## src/rtl/sseg_scan_capture_pkg.sv

```systemverilog
// Shared constants for the seven-segment scan capture slice: glyph patterns,
// the "no digit" BCD code, FSM encoding and the decoded-glyph record.
package sseg_scan_capture_pkg;

  // Active-low gfedcba patterns
  localparam logic [6:0] GLYPH_0     = 7'b1000000;
  localparam logic [6:0] GLYPH_1     = 7'b1111001;
  localparam logic [6:0] GLYPH_2     = 7'b0100100;
  localparam logic [6:0] GLYPH_3     = 7'b0110000;
  localparam logic [6:0] GLYPH_4     = 7'b0011001;
  localparam logic [6:0] GLYPH_5     = 7'b0010010;
  localparam logic [6:0] GLYPH_6     = 7'b0000010;
  localparam logic [6:0] GLYPH_7     = 7'b1111000;
  localparam logic [6:0] GLYPH_8     = 7'b0000000;
  localparam logic [6:0] GLYPH_9     = 7'b0010000;
  localparam logic [6:0] GLYPH_BLANK = 7'b1111111;

  localparam logic [3:0] BCD_NONE = 4'hF;

  localparam logic [1:0] ST_WAIT_AN = 2'd0;
  localparam logic [1:0] ST_SETTLE  = 2'd1;
  localparam logic [1:0] ST_HOLD    = 2'd2;

  typedef struct packed {
    logic       err;
    logic [3:0] bcd;
  } glyph_dec_t;

  // Exactly one active-low anode asserted
  function automatic logic an_legal(input logic [3:0] an_val);
    return ($countones(~an_val) == 1);
  endfunction

endpackage

```

## src/rtl/sseg_glyph_decode.sv

```systemverilog
// Combinational inverse of the BCD-to-segment decoder: 7-bit active-low
// glyph to BCD digit, with an error flag for patterns that are neither a digit nor blank.
module sseg_glyph_decode
  import sseg_scan_capture_pkg::*;
(
  input  logic [6:0] pattern,
  output glyph_dec_t dec
);

  always_comb begin
    dec = '{err: 1'b1, bcd: BCD_NONE};
    case (pattern)
      GLYPH_0:     dec = '{err: 1'b0, bcd: 4'd0};
      GLYPH_1:     dec = '{err: 1'b0, bcd: 4'd1};
      GLYPH_2:     dec = '{err: 1'b0, bcd: 4'd2};
      GLYPH_3:     dec = '{err: 1'b0, bcd: 4'd3};
      GLYPH_4:     dec = '{err: 1'b0, bcd: 4'd4};
      GLYPH_5:     dec = '{err: 1'b0, bcd: 4'd5};
      GLYPH_6:     dec = '{err: 1'b0, bcd: 4'd6};
      GLYPH_7:     dec = '{err: 1'b0, bcd: 4'd7};
      GLYPH_8:     dec = '{err: 1'b0, bcd: 4'd8};
      GLYPH_9:     dec = '{err: 1'b0, bcd: 4'd9};
      GLYPH_BLANK: dec = '{err: 1'b0, bcd: BCD_NONE};
      default:     dec = '{err: 1'b1, bcd: BCD_NONE};
    endcase
  end

endmodule

```

## src/rtl/sseg_scan_capture.sv

```systemverilog
// Receive side of a multiplexed an/sseg display bus: samples each digit once
// stable, decodes it, and publishes complete 4-digit frames atomically.
module sseg_scan_capture
  import sseg_scan_capture_pkg::*;
#(
  parameter int SETTLE_CYCLES = 4,
  parameter int TMO_W         = 20
) (
  input  logic       clk,
  input  logic       reset,
  input  logic [3:0] an,
  input  logic [7:0] sseg,
  output logic [3:0] bcd_0,
  output logic [3:0] bcd_1,
  output logic [3:0] bcd_2,
  output logic [3:0] bcd_3,
  output logic [3:0] dp,
  output logic [3:0] glyph_err,
  output logic       frame_valid,
  output logic       stale
);

  localparam logic [7:0]       SETTLE_LAST = 8'(SETTLE_CYCLES - 1);
  localparam logic [TMO_W-1:0] TMO_MAX     = '1;

  logic [3:0]       an_meta_reg, an_sync_reg, an_snap_reg, an_snap_next;
  logic [7:0]       sseg_meta_reg, sseg_sync_reg, sseg_snap_reg, sseg_snap_next;
  logic [1:0]       state_reg, state_next;
  logic [7:0]       count_reg, count_next;
  logic [3:0]       seen_reg, seen_next;
  logic [3:0]       shadow_bcd_reg [4];
  logic [3:0]       shadow_dp_reg, shadow_err_reg;
  logic [3:0]       bcd_reg [4];
  logic [3:0]       dp_reg, err_reg;
  logic             frame_valid_reg, stale_reg, stale_next;
  logic [TMO_W-1:0] tmo_reg, tmo_next;
  logic             legal, changed, sample, commit;
  glyph_dec_t       snap_dec;

  sseg_glyph_decode u_decode (
    .pattern (sseg_snap_reg[6:0]),
    .dec     (snap_dec)
  );

  assign legal   = an_legal(an_sync_reg);
  assign changed = (an_sync_reg != an_snap_reg) || (sseg_sync_reg != sseg_snap_reg);
  assign commit  = (seen_reg == 4'b1111);

  always_comb begin
    state_next     = state_reg;
    an_snap_next   = an_snap_reg;
    sseg_snap_next = sseg_snap_reg;
    count_next     = count_reg;
    sample         = 1'b0;
    case (state_reg)
      ST_SETTLE: begin
        if (changed) begin
          if (legal) begin
            an_snap_next   = an_sync_reg;
            sseg_snap_next = sseg_sync_reg;
            count_next     = 8'd1;
          end else begin
            state_next = ST_WAIT_AN;
          end
        end else if (count_reg >= SETTLE_LAST) begin
          sample     = 1'b1;
          state_next = ST_HOLD;
        end else begin
          count_next = count_reg + 8'd1;
        end
      end
      // Segment changes while holding are the driver moving on; only an matters
      ST_HOLD: begin
        if (an_sync_reg != an_snap_reg) begin
          if (legal) begin
            state_next     = ST_SETTLE;
            an_snap_next   = an_sync_reg;
            sseg_snap_next = sseg_sync_reg;
            count_next     = 8'd1;
          end else begin
            state_next = ST_WAIT_AN;
          end
        end
      end
      default: begin
        if (legal) begin
          state_next     = ST_SETTLE;
          an_snap_next   = an_sync_reg;
          sseg_snap_next = sseg_sync_reg;
          count_next     = 8'd1;
        end
      end
    endcase
  end

  // A sample landing in the commit cycle belongs to the next frame
  assign seen_next  = (commit ? 4'b0000 : seen_reg) | (sample ? ~an_snap_reg : 4'b0000);
  assign tmo_next   = commit ? '0 : ((tmo_reg == TMO_MAX) ? tmo_reg : tmo_reg + 1'b1);
  assign stale_next = commit ? 1'b0 : (stale_reg | (tmo_next == TMO_MAX));

  always_ff @(posedge clk or negedge reset) begin
    if (!reset) begin
      an_meta_reg     <= 4'hF;
      an_sync_reg     <= 4'hF;
      sseg_meta_reg   <= 8'hFF;
      sseg_sync_reg   <= 8'hFF;
      state_reg       <= ST_WAIT_AN;
      an_snap_reg     <= 4'hF;
      sseg_snap_reg   <= 8'hFF;
      count_reg       <= 8'd0;
      seen_reg        <= 4'b0000;
      dp_reg          <= 4'b0000;
      err_reg         <= 4'b0000;
      frame_valid_reg <= 1'b0;
      stale_reg       <= 1'b0;
      tmo_reg         <= '0;
    end else begin
      an_meta_reg     <= an;
      an_sync_reg     <= an_meta_reg;
      sseg_meta_reg   <= sseg;
      sseg_sync_reg   <= sseg_meta_reg;
      state_reg       <= state_next;
      an_snap_reg     <= an_snap_next;
      sseg_snap_reg   <= sseg_snap_next;
      count_reg       <= count_next;
      seen_reg        <= seen_next;
      frame_valid_reg <= commit;
      stale_reg       <= stale_next;
      tmo_reg         <= tmo_next;
      if (commit) begin
        dp_reg  <= shadow_dp_reg;
        err_reg <= shadow_err_reg;
      end
    end
  end

  genvar gi;
  generate
    for (gi = 0; gi < 4; gi++) begin : g_digit
      always_ff @(posedge clk or negedge reset) begin
        if (!reset) begin
          shadow_bcd_reg[gi] <= BCD_NONE;
          shadow_dp_reg[gi]  <= 1'b0;
          shadow_err_reg[gi] <= 1'b0;
          bcd_reg[gi]        <= BCD_NONE;
        end else begin
          if (sample && !an_snap_reg[gi]) begin
            shadow_bcd_reg[gi] <= snap_dec.bcd;
            shadow_dp_reg[gi]  <= ~sseg_snap_reg[7];
            shadow_err_reg[gi] <= snap_dec.err;
          end
          if (commit) begin
            bcd_reg[gi] <= shadow_bcd_reg[gi];
          end
        end
      end
    end
  endgenerate

  assign bcd_0       = bcd_reg[0];
  assign bcd_1       = bcd_reg[1];
  assign bcd_2       = bcd_reg[2];
  assign bcd_3       = bcd_reg[3];
  assign dp          = dp_reg;
  assign glyph_err   = err_reg;
  assign frame_valid = frame_valid_reg;
  assign stale       = stale_reg;

endmodule

```

## config.mk

```make
export PLATFORM = sky130hd
export DESIGN_NAME = sseg_scan_capture
export DESIGN_NICKNAME = d
export VERILOG_FILES = /design/src/rtl/sseg_scan_capture_pkg.sv /design/src/rtl/sseg_glyph_decode.sv /design/src/rtl/sseg_scan_capture.sv
export SDC_FILE = /design/constraint.sdc
export NUM_CORES = 1
export LEC_CHECK = 0
export CAP_MARGIN = 30
export CORE_ASPECT_RATIO = 0.9
export CORE_MARGIN = 8
export CORE_UTILIZATION = 60
export CTS_BUF_LIST = sky130_fd_sc_hd__clkbuf_4
export CTS_CLUSTER_DIAMETER = 100
export DETAILED_ROUTE_END_ITERATION = 16
export GPL_ROUTABILITY_DRIVEN = 0
export PLACE_DENSITY = 0.83
export SETUP_SLACK_MARGIN = 0.05
export SLEW_MARGIN = 20
export SYNTH_ARGS = -nofsm -noshare
export SYNTH_HDL_FRONTEND = slang
export SYNTH_SLANG_ARGS = --single-unit
```

## constraint.sdc

```tcl
create_clock -name clk -period 4.6 [get_ports clk]
set_input_delay 0.46 -clock clk [delete_from_list [all_inputs] [get_ports clk]]
set_output_delay 0.46 -clock clk [all_outputs]
set_load 0.005 [all_outputs]
```

==> results of run 1 <==
layer usage:
metal	share of wire	global-route usage	routed length [microns]
met1	0.46	0.223	4440
met2	0.49	0.271	4690
met3	0.050	0.0462	486
met4	0.0033	0.0574	32
met5	0	0	0
path summary, 6_finish.rpt:
kind	startpoint	endpoint	slack [ns]	depth (start not counted)
max reg2reg	tmo_reg[0]$_DFF_PN0_	stale$_DFF_PN0_	1.89	8
max in group asynchronous	reset	sseg_sync_reg[4]$_DFF_PN1_	3.64	2
max	tmo_reg[0]$_DFF_PN0_	stale$_DFF_PN0_	1.89	8
min in group clk	sseg_meta_reg[7]$_DFF_PN1_	sseg_sync_reg[7]$_DFF_PN1_	0.36	0
min reg2reg	sseg_meta_reg[7]$_DFF_PN1_	sseg_sync_reg[7]$_DFF_PN1_	0.36	0
min	reset	tmo_reg[17]$_DFF_PN0_	0.0002	1
cell families (layout without fill, tap and decap cells):
kind of cell               Yosys count  in the layout  share of synthesized area
and+or+nand+nor                    186            186                      0.191
AOI/OAI and AO/OA                   47             47                     0.0587
muxes                               37             37                     0.0957
DFF                                120            120                      0.575
xor gates and xnor gates            25             25                     0.0408
adders and majority gates            5              5                     0.0130
buffers and inverters               28             85                     0.0263
worst max-delay path, cell delays in order (launching register included):
cell and delay, ns:
dfrtp_1 0.42, ha_1 0.25, nand3_1 0.23, nor4_4 0.54, nand2_2 0.22, xnor2_1 0.21, nor4b_1 0.37, nand4b_1 0.20
o31ai_2 0.20
cells in the mapped netlist, types with 3 or more instances:
library cell	instances
clkbuf_1	8
inv_1	9
nand2_1	82
o211ai_1	3
nand4_1	8
nor3_1	9
nor4_1	4
and3_1	5
mux2i_1	6
mux2_4	28
a31oi_1	5
nand3b_1	3
dfrtp_1	52
and4_1	7
nor2_8	4
ha_1	4
buf_6	4
dfstp_2	68
o21ai_0	13
mux2_2	3
nand3_1	11
nor2_1	24
nand4b_1	4
xnor2_1	9
a21o_2	4
and2_1	8
xor2_1	16
a21oi_1	9
buf_2	5
layout by cell type (no fill, tap or decap), types with 4 or more instances in the layout:
master and instances:
nand2_1 82, dfstp_2 68, dfrtp_1 52, clkdlybuf4s50_1 38, mux2_4 28, nor2_1 24
clkbuf_4 17, xor2_1 16, o21ai_0 13, nand3_1 11, inv_1 9, nor3_1 9
xnor2_1 9, a21oi_1 9, nand4_1 8, and2_1 8, and4_1 7, mux2i_1 6
a31oi_1 5, and3_1 5, clkinvlp_4 5, nor4_1 4, nor2_8 4, a21o_2 4
nand4b_1 4, ha_1 4, buf_4 4
area by class of cell:
class / instances / area share
multi-input cells: 300 / 0.352
clock inverters: 15 / 0.0171
flip-flops and latches: 120 / 0.508
inverters: 9 / 0.00556
repair buffers: 44 / 0.0712
clock buffers: 17 / 0.0210
well taps: 119 / 0.0245
through the flow:
| stage | worst slack, ns | utilization |
|---|---|---|
| global route | 1.72 | 0.703 |
| global placement | 1.69 | 0.673 |
| CTS | 1.93 | 0.701 |
| detailed placement | 1.95 | 0.674 |
| finish | 1.89 | 0.703 |
| floorplan | 2.27 | - |
where the power goes:
group / switching (mW) / internal [mW]
logic: 0.139 / 0.148
registers: 0.130 / 1.16
clock network: 0.398 / 0.213
==> metrics.md, run 1 <==
| Metric | Value |
|---|---|
| Layout area overhead | 13.1% |
| Fmax achieved | 369 MHz |
| Area after DPL | 0.00583 sq mm |
| Post-CTS Setup Bufs | 0 |
| Clock Latency Late Sink | 0.49 ns |
| RSZ-0062 raised after global routing | false |
| PostCTS Resize Cnt | 0 |
| Tmin final | 2.71 ns |
| P_leak | 2.70 nW |
| #FFs+latches synth | 120 |
| Die width | 116 microns |
| Worst Setup End Kind | flip-flop |
| Synthesized net count | 467 |
| Final setup vio count | 0 |
| Critical path startpoint category | flip-flop |
| Critical Path AT | 3.10 ns |
| Largest cells by area after synthesis | dfstp_2 (33%), dfrtp_1 (24%), mux2_4 (7.8%), nand2_1 (5.7%), xor2_1 (2.6%) |
| Critical Path RT | 5.00 ns |
| Cells after Synth | 448 |
| TritonRoute pass-1 iters | 4 |
| Largest register FFs | 20 |
| Design area | 0.00608 sq mm |
| Post-Layout Cell Count | 624 |
| CP Class | flip-flop to flip-flop |
| Slew margin rel. | 0.492 |
| Synth Flop Type | dfstp_2 |
| PortBufs | 39 |
| Wirelength, routed | 9.64 mm |
| Peak supply drop | 0.359 mV |
| Clock sinks | 120 |
| Vias | 3439 |
| Initial antenna violation count | 0 |
| Max Cap Viol | 0 |
| CP max FO | 8 |
| Global-route wire length before repair | 16.8 mm |
| Cell taking the most area after synthesis | dfstp_2 |
| Area of the multi-input gates | 0.00214 sq mm |
| Std-Cell Rows | 32 |
| Max-slew violations | 0 |
| Setup TNS | 0 ns |
| Total global routing overflow | 0 |
| CTS tree | built |
| Final Skew | 0.0130 ns |
| Hold buffers post-CTS | 0 |
| Tcrit/Tclk final | 0.588 |
| Ant diodes | 0 |
| Clk buf depth | 2 |
| Post-Syn Area | 0.00537 sq mm |
| H-tree depth | 4 |
| Vias in the first global route | 3576 |
| Tot GR Track Use | 0.171 |
| Status | completed |
| Initial DRC count | 217 |
| Core Area | 0.00865 sq mm |
| Starting Density | 0.621 |
| Largest net degree at the start of global routing | 85 |
| Synth top area share | 0.333 |
| Share of post-route cells with drive strength above 1 | 0.311 |
| Vias per inst | 5.51 |
| Root Driver | clkbuf_4 |
| Fraction of registers with async set/reset | 1.00 |
| I/O pins | 40 |
| Final ANT Viol Nets | 0 |
| Pwr dens | 361 mW/mm^2 |
| Total power | 2.19 mW |
| Reg area | 0.00309 sq mm |
| Unique masters post-synth | 56 |
| Post-synth EDFFs | 0 |
| FILL cells | 628 |
| Minimum hold slack | 0.000176 ns |
| Mean Syn Cell Area | 12.0 sq um |
| Final nets | 511 |
| Total CTS buffers | 17 |
| Yosys synthesis warning count | 0 |
| Die ar. | 0.0122 sq mm |
| # DRC | 0 |
| Worst-path clk slew | 0.11 ns |
| Placed Cells incl. Taps | 591 |
| Hpwl dp | 6.68 mm |
| Final Hold Fails | 0 |
| Post-synthesis sequential area ratio | 0.575 |
| Slew @ Worst Pin | 0.758 ns |
| Die height | 106 microns |
| HP Class | primary input to async pin |
| Wire per inst | 15.5 microns |
Note: power is estimated with default switching activity, not from simulation.
==> inputs of run 2 (changes only) <==
==> constraint.sdc (replaced) <==
create_clock -name clk -period 2.8 [get_ports clk]
set_input_delay 0.28 -clock clk [delete_from_list [all_inputs] [get_ports clk]]
set_output_delay 0.28 -clock clk [all_outputs]
set_load 0.005 [all_outputs]
==> run 2 against run 1 <==
Combinational power up 76%. Via count rose by 1.1%. Cell area up 2.2%. Sequential power grew 64%. Clock skew is 0.00061 ns lower. Count of clock-buffer cells in the layout grew 1. Utilization up 1.6 points. Register-to-register slack got worse by 1.7 ns. First-iteration DRC count is 14% higher. Critical path depth increased by 1. Critical endpoint is now sseg_snap_reg[7]$_DFFE_PN1P_.
==> metrics.md, run 2 (synthesis gave the netlist of run 1 again) <==
| Metric | Value |
|---|---|
| CP Class | flip-flop to flip-flop |
| Initial antenna violation count | 0 (unchanged) |
| Layout area overhead | 15.7% |
| I/O pins | 40 (unchanged) |
| Post-CTS Setup Bufs | 0 (unchanged) |
| Pwr dens | 637 mW/mm^2 (+77%) |
| NetSw | 1.07 mW (+61%) |
| Largest net degree at the start of global routing | 65 (-24%) |
| Tot GR Track Use | 0.183 (+0.0116) |
| Peak supply drop | 0.722 mV (+100%) |
| Wirelength, routed | 10.0 mm (+3.8%) |
| R2r worst-path depth | 9 (+1) |
| Slew margin rel. | 0.520 (+0.0286) |
| Initial DRC count | 248 (+14%) |
| Final nets | 517 (+1.2%) |
| Std-Cell Rows | 32 (unchanged) |
| Combinational share of power | 0.127 (-0.004) |
| RSZ-0062 raised after global routing | false |
| Most frequent cells in the layout | nand2_1 (82), dfstp_2 (68), dfrtp_1 (52), clkdlybuf4s50_1 (38), mux2_4 (28) |
| Critical Path AT | 3.06 ns (-0.04 ns) |
| HP Class | primary input to flip-flop |
| Hold endpoint | an_meta_reg[2]$_DFF_PN1_ |
| Total CTS buffers | 17 (unchanged) |
| Most common cell after layout, fill and taps aside | nand2_1 |
| H-tree depth | 4 (unchanged) |
| Root Driver | clkbuf_4 |
| Hpwl dp | 6.97 mm (+4.3%) |
| PortBufs | 39 (unchanged) |
| Worst-path clk slew | 0.10 ns (about the same) |
| Final setup vio count | 0 (unchanged) |
| Final ANT Viol Nets | 0 (unchanged) |
| Vias per inst | 5.52 (+0.11%) |
| Starting Density | 0.621 (unchanged) |
| Vias | 3476 (+1.1%) |
| Critical Path RT | 3.24 ns (-1.76 ns) |
| # DRC | 0 (unchanged) |
| CTS tree | built |
| CP max FO | 10 (+2) |
| Max Cap Viol | 0 (unchanged) |
| Max-slew violations | 0 (unchanged) |
| Cell Int Power | 2.88 mW (+89%) |
| Global-route wire length before repair | 17.7 mm (+5.4%) |
| Final core occ | 0.718 (+0.0156) |
| FILL cells | 626 (-0.32%) |
| P_leak | 2.78 nW (+3.0%) |
| Die width | 116 microns (unchanged) |
| Die height | 106 microns (unchanged) |
| Clock Latency Late Sink | 0.51 ns (+0.02 ns) |
| Hold path depth | 1 |
| Worst Setup End Kind | flip-flop |
| Tcrit/Tclk final | 0.935 (+0.346) |
| R2R Path End | sseg_snap_reg[7]$_DFFE_PN1P_ |
| TritonRoute pass-1 iters | 5 (+1) |
| Reg-to-Reg Start | an_sync_reg[1]$_DFF_PN1_ |
| Flop pwr share | 0.536 (-0.055) |
| Largest register FFs | 20 (unchanged) |
| Vias in the first global route | 3672 (+2.7%) |
| Die ar. | 0.0122 sq mm (unchanged) |
| Slew @ Worst Pin | 0.719 ns (-0.0384 ns) |
| Wire per inst | 15.9 microns (+2.8%) |
| Hold Crit Start | an[2] |
| Tmin final | 2.62 ns (-0.0896 ns) |
| Total global routing overflow | 0 (unchanged) |
| Final Skew | 0.0124 ns (-0.000607 ns) |
| Final Hold Fails | 0 (unchanged) |
| Fmax achieved | 382 MHz (+3.4%) |
| Clock sinks | 120 (unchanged) |
| Share of post-route cells with drive strength above 1 | 0.315 (+0.00418) |
| Core Area | 0.00865 sq mm (unchanged) |
| Setup TNS | 0 ns (unchanged) |
| R2R setup slack | 0.18 ns (-1.71 ns) |
| Clock power share | 0.337 (+0.058) |
| Ant diodes | 0 (unchanged) |
| Status | completed |
| Sw Share | 0.271 (-0.0329) |
| Clk buf depth | 2 (unchanged) |
| Critical path startpoint category | flip-flop |
## run 2: changes by cell type in the layout (fill, tap and decap cells not counted), sizes merged
cell	delta
buf	+5
bufinv	+4
clkinvlp	-3
inv	-2
clkbuf	+1
dlygate4sd3	+1
## run 2: metal layers
layer	vias up	wire length [microns]	track usage
met5	-	0	0
met4	0	144	0.0768
met3	16	579	0.0576
met2	93	4780	0.285
met1	1705	4500	0.230
li1	1662	-	-
## run 2: power by group through the flow
stage	logic (mW)	clock network (mW)	registers, mW
2_1_floorplan	0.485	0	2.03
3_3_place_gp	0.474	0	2.13
3_5_place_dp	0.499	0	2.15
4_1_cts	0.505	1.37	2.12
5_1_grt	0.559	1.45	2.15
6_report	0.504	1.33	2.12
## run 2: timing repair
action / 4_1_cts / 5_1_grt
resized for setup: 0 / 0
endpoints found under the setup margin: 0 / 0
hold buffers: 1 / 0
hold endpoints to repair: 24 / 0
## run 2: cell type report
| cell class | instances | area, sq um | area share |
|---|---|---|---|
| Clock buffer | 18 | 135 | 0.0218 |
| Inverter | 9 | 33.8 | 0.00544 |
| Timing Repair Buffer | 50 | 485 | 0.0781 |
| Tap cell | 119 | 149 | 0.0240 |
| Sequential cell | 120 | 3090 | 0.497 |
| Clock inverter | 14 | 179 | 0.0288 |
| Multi-Input combinational cell | 300 | 2140 | 0.345 |
## run 2: critical path, stage by stage (launching register included)
cell and delay, ns:
dfstp_2 0.58, fa_1 0.43, inv_1 0.07, ha_1 0.14, ha_1 0.23, nor2_1 0.16, nand2_1 0.12, nor3_2 0.20
buf_4 0.27, mux2_2 0.36
## run 2: through the flow
step                cell area (sq um)  worst slack, ns  hold WS [ns]  cells  power [mW]
floorplan                        5370            0.469       -0.0156    448        2.51
global placement                 5890            0.355         0.346    597        2.61
detailed placement               5890            0.210         0.347    597        2.65
CTS                              6210            0.179         0.118    630        4.00
global route                     6210           0.0882         0.111    630        4.16
finish                           6210            0.183         0.166    630        3.96
## run 2: how the worst max path moves through the flow
| stage | endpoint | cells after the start | from | slack (ns) |
|---|---|---|---|---|
| floorplan | an_snap_reg[0]$_DFFE_PN1P_ | 9 | an_sync_reg[0]$_DFF_PN1_ | 0.47 |
| global placement | sseg_snap_reg[7]$_DFFE_PN1P_ | 9 | an_sync_reg[0]$_DFF_PN1_ | 0.36 |
| detailed placement | sseg_snap_reg[7]$_DFFE_PN1P_ | 9 | an_sync_reg[1]$_DFF_PN1_ | 0.21 |
| CTS | sseg_snap_reg[7]$_DFFE_PN1P_ | 9 | an_sync_reg[1]$_DFF_PN1_ | 0.18 |
| global route | sseg_snap_reg[7]$_DFFE_PN1P_ | 9 | an_sync_reg[1]$_DFF_PN1_ | 0.09 |
| finish | sseg_snap_reg[7]$_DFFE_PN1P_ | 9 | an_sync_reg[1]$_DFF_PN1_ | 0.18 |
==> variant 1 (flow settings as in run 2) <==
The parameter `TMO_W` goes from 20 to 22.
--- a/src/rtl/sseg_scan_capture.sv
+++ b/src/rtl/sseg_scan_capture.sv
@@ -4,7 +4,7 @@
   import sseg_scan_capture_pkg::*;
 #(
   parameter int SETTLE_CYCLES = 4,
-  parameter int TMO_W         = 20
+  parameter int TMO_W         = 22
 ) (
   input  logic       clk,
   input  logic       reset,
Function: same outputs for any inputs over 10 cycles, from zero or initial values and one cycle with reset low; that may be too few to reach the edited logic, so the function may still have changed.
==> variant 1 against run 2 <==
Worst setup slack got worse by 0.027 ns. Combinational power increased by 6.9%. Routed wire length increased by 7.1%. Clock skew increased by 0.0094 ns. Design area increased by 1.2%. Total power increased by 2.1%. Sequential cell count increased by 2. Synthesized area increased by 0.19%. Die area increased by 0.16%. Synthesized cell count increased by 10%. Via count increased by 11%. Critical path type unchanged. Largest cell class unchanged. Highest routed layer unchanged.
==> variant 1: results (changes against run 2) <==
worst-path maximum fanout=5 (was 10); Critical Path AT=3.03 ns (was 3.06 ns); switching pwr=1190 uW (was 1070 uW); Slowest-stage cell, CP=fa_1 (was dfstp_2); initial antenna violation count=0 (unchanged); Fill cells=593 (was 626); GRT Util Overall=18.8% (was 18.3%); syn_nets=514 (was 467); clock-pin slew on the worst setup and hold paths=0.12 ns (was 0.10 ns); Area contributors post-synth=dfstp_2, dfrtp_1, nand2_1 (was dfstp_2, dfrtp_1, mux2_4); DPL Wire Length=7420 microns (was 6970 microns); fin nets=565 (was 517); wire length on met1=4740 microns (was 4500 microns); routed length on met2=5350 microns (was 4780 microns); Cell Pwr Density=643 nW/um^2 (was 637 nW/um^2); register area share after synthesis=58.3% (was 57.5%); Worst Skew=0.0218 ns (was 0.0124 ns); Placed Area=5930 sq um (was 5890 sq um); first-pass GRT wire length=18500 microns (was 17700 microns); max incr delay on CP=0.55 ns (was 0.58 ns); Max VDD drop=0.529 mV (was 0.722 mV); status=finished, final reports clean (unchanged); Routed WL per cell=15.9 microns (about the same); Flop pwr share=53.1% (was 53.6%); Global Route met1 Usage=24.6% (was 23.0%); fraction of layout cells with a size suffix above 1=27.6% (was 31.5%); vias=3847 (was 3476); largest net degree at the start of global routing=66 (was 65); GRT met3 Usage=4.68% (was 5.76%); pre-CTS setup slack=0.0381 ns (was 0.210 ns); Post-synth top cells=nand2_1, dfstp_2, dfrtp_1 (unchanged); 1st-iter DRT viols=260 (was 248); Power Combinational=539 uW (was 504 uW)
[variant 1: changes by cell type after synthesis, sizes merged, moves of 4 or more]
cell,run 2,this run
nand3,11,16
and2,8,4
nand4b,4,0
or3,1,5
nor2,30,36
nand2,84,91
mux2,31,24
inv,9,14
o21ai,13,19
a21oi,9,23
[variant 1: area by class of cell]
cell class                      instances  area [sq um]  share of cell area, %
Clock inverter                         14           184                   2.92
Sequential cell                       122          3140                   49.9
Clock buffer                           18           135                   2.15
Tap cell                              119           149                   2.37
Multi-Input combinational cell        334          2110                   33.5
Timing Repair Buffer                   55           520                   8.28
Inverter                               14          52.6                  0.836
[variant 1: what timing repair did]
item | 4_1_cts | 5_1_grt
gates resized for setup | 1 | 4
endpoints found under the setup margin | 1 | 2
hold buffers | 1 | 0
endpoints found under the hold margin | 24 | 0
[variant 1: final timing paths]
| kind | from | cells after the start | slack [ns] | endpoint |
|---|---|---|---|---|
| min in group asynchronous | reset | 2 | 0.21 | tmo_reg[18] |
| worst max-delay path | an_sync_reg[0] | 10 | 0.16 | state_reg[1] |
| worst max register to register | an_sync_reg[0] | 10 | 0.16 | state_reg[1] |
| worst min-delay path | sseg[2] | 1 | 0.16 | sseg_meta_reg[2] |
| worst min register to register | an_meta_reg[2] | 0 | 0.36 | an_sync_reg[2] |
| max in group asynchronous | reset | 3 | 1.82 | an_snap_reg[2] |
[variant 1: cells by family (layout without fill, tap and decap cells)]
family	after synthesis	in the layout	synth area share, %
compound gates	75	75	8.79
xor+xnor	26	26	4.23
fa+ha+maj	7	7	1.77
buf+inv	37	101	2.86
flops	122	122	58.3
mux	30	30	6.14
simple gates	196	196	17.9
==> variant 2 (flow settings as in run 2) <==
Made on the original files. Put a register stage on the outputs `bcd_0`, `bcd_1`, `bcd_2` and `bcd_3`, with the module's reset. The values now appear one clock later. The other outputs are not delayed to match.
--- a/src/rtl/sseg_scan_capture.sv
+++ b/src/rtl/sseg_scan_capture.sv
@@ -157,10 +157,19 @@
     end
   endgenerate
 
-  assign bcd_0       = bcd_reg[0];
-  assign bcd_1       = bcd_reg[1];
-  assign bcd_2       = bcd_reg[2];
-  assign bcd_3       = bcd_reg[3];
+  always_ff @(posedge clk or negedge reset) begin
+    if (!reset) begin
+      bcd_0 <= '0;
+      bcd_1 <= '0;
+      bcd_2 <= '0;
+      bcd_3 <= '0;
+    end else begin
+      bcd_0 <= bcd_reg[0];
+      bcd_1 <= bcd_reg[1];
+      bcd_2 <= bcd_reg[2];
+      bcd_3 <= bcd_reg[3];
+    end
+  end
   assign dp          = dp_reg;
   assign glyph_err   = err_reg;
   assign frame_valid = frame_valid_reg;
Check against the original RTL: not equivalent (Yosys sat finds a counterexample within 4 cycles, from zero or initial values and one cycle with reset low).
==> variant 2 against run 2 <==
Worst setup slack got worse by 0.053 ns. Clock skew rose by 0.0073 ns. Critical endpoint is now shadow_err_reg[0]. Routed wire length rose by 3.9%. Design area rose by 3.3%. Total power rose by 4.5%. Synthesized area rose by 4.4%. Die area rose by 3.7%. Sequential cell count rose by 16. Fmax fell by 2.0%.
==> variant 2: results (changes against run 2) <==
Int Power=2940 uW (was 2880 uW); synth unique cells=59 (was 56); worst-path maximum fanout=7 (was 10); Worst Skew=0.0197 ns (was 0.0124 ns); drt pass-1 iters=4 (was 5); ANT cells=0 (unchanged); max incr delay on CP=0.59 ns; Post-CTS Setup Inserts=0 (unchanged); HP Class=primary input to asynchronous set/reset pin (was primary input to flip-flop); Worst-Skew Late Latency=0.52 ns; largest net degree at the start of global routing=79 (was 65); clock share of power=31.8% (was 33.7%); DPL Wire Length=7150 microns (was 6970 microns); Register-to-Register Path Depth=6 (was 9); top_reg_cell synth=dfstp_2 (unchanged); Top delay family on crit path=simple AND/OR/NAND/NOR gates (was adder cells); 1st-iter DRT viols=273 (was 248); actual slew at the worst max-slew pin=0.524 ns (was 0.719 ns); Critical Path AT=3.09 ns (was 3.06 ns); Routed WL per cell=16.0 microns (was 15.9 microns); Max VDD drop=0.477 mV (was 0.722 mV); ys async rst share=100% (unchanged); register area share after synthesis=62.2% (was 57.5%); first-pass GRT wire length=18300 microns (was 17700 microns); status=finished, final reports clean (unchanged); Leak=0.00283 uW (was 0.00278 uW); clock-pin slew on the worst setup and hold paths=0.13 ns (was 0.10 ns); total CTS buffers=17 (unchanged); H-tree Lvls=4 (unchanged); number of global-route vias before repair=3759 (was 3672); Post-synth EDFFs=0 (unchanged); GRT Util Overall=17.8% (was 18.3%); fin nets=535 (was 517); syn_nets=491 (was 467); pre-CTS setup slack=0.137 ns (was 0.210 ns); Post-synth top cells=nand2_1, dfrtp_1, dfstp_2 (was nand2_1, dfstp_2, dfrtp_1); crit path from=an_sync_reg[1] (unchanged); Slowest-stage cell, CP=dfstp_2 (unchanged); Vias/cell=5.60 (was 5.52); Area contributors post-synth=dfstp_2, dfrtp_1, mux2_2 (was dfstp_2, dfrtp_1, mux2_4); final setup margin=0.130 ns (was 0.183 ns); Placed Area=6100 sq um (was 5890 sq um); Fill cells=642 (was 626); sequential power=2330 uW (was 2120 uW); count of input and output buffers=39 (unchanged); initial antenna violation count=0 (unchanged); Root Driver=clkbuf_4 (unchanged); YS warnings=0 (unchanged); fraction of layout cells with a size suffix above 1=29.5% (was 31.5%)
variant 2: worst paths after layout:
path,end
setup / recovery,shadow_err_reg[0]
hold / removal,bcd_1[3]
setup reg to reg,shadow_err_reg[0]
hold reg to reg,an_sync_reg[2]
max in group asynchronous,an_meta_reg[2]
min in group clk,sseg_meta_reg[3]
variant 2: repair_timing:
item | 4_1_cts | 5_1_grt
hold endpoints to repair | 60 | 0
resized for setup | 0 | 2
setup endpoints to repair | 0 | 10
hold buffers | 1 | 0
variant 2: layer usage:
layer	vias up	part of all wire (%)	track usage, %	routed length [microns]
li1	1717	-	-	-
met1	1815	45	22.0	4640
met2	101	49	28.9	5070
met3	10	5.7	5.61	588
met4	0	0.89	6.67	93
met5	-	0	0	0
variant 2: area by class of cell:
| cell class | instances | area, sq um | share of cell area (%) |
|---|---|---|---|
| tap | 122 | 153 | 2.38 |
| multi-input combinational | 302 | 1980 | 30.8 |
| sequential | 136 | 3490 | 54.4 |
| timing repair buffer | 46 | 455 | 7.10 |
| inverter | 13 | 48.8 | 0.761 |
| clock inverter | 15 | 166 | 2.59 |
| clock buffer | 17 | 128 | 1.99 |
variant 2: cell families after synthesis:
logic type	Yosys count	share of synthesized area (%)
adders and majority gates	5	1.25
AOI/OAI and AO/OA	54	6.38
muxes	37	7.59
xor gates and xnor gates	23	3.59
buffers and inverters	34	2.68
DFF	136	62.2
and+or+nand+nor	183	16.3
variant 2: stage by stage:
| stage | cells | power (uW) | hold WS, ns | util, % |
|---|---|---|---|---|
| global placement | 618 | 2810 | 0.173 | 67.2 |
| global route | 651 | 4320 | 0.112 | 70.6 |
| CTS | 651 | 4170 | 0.107 | 70.5 |
| finish | 651 | 4140 | 0.154 | 70.6 |
| floorplan | 472 | 2690 | -0.0156 | - |
| detailed placement | 618 | 2850 | 0.178 | 67.2 |
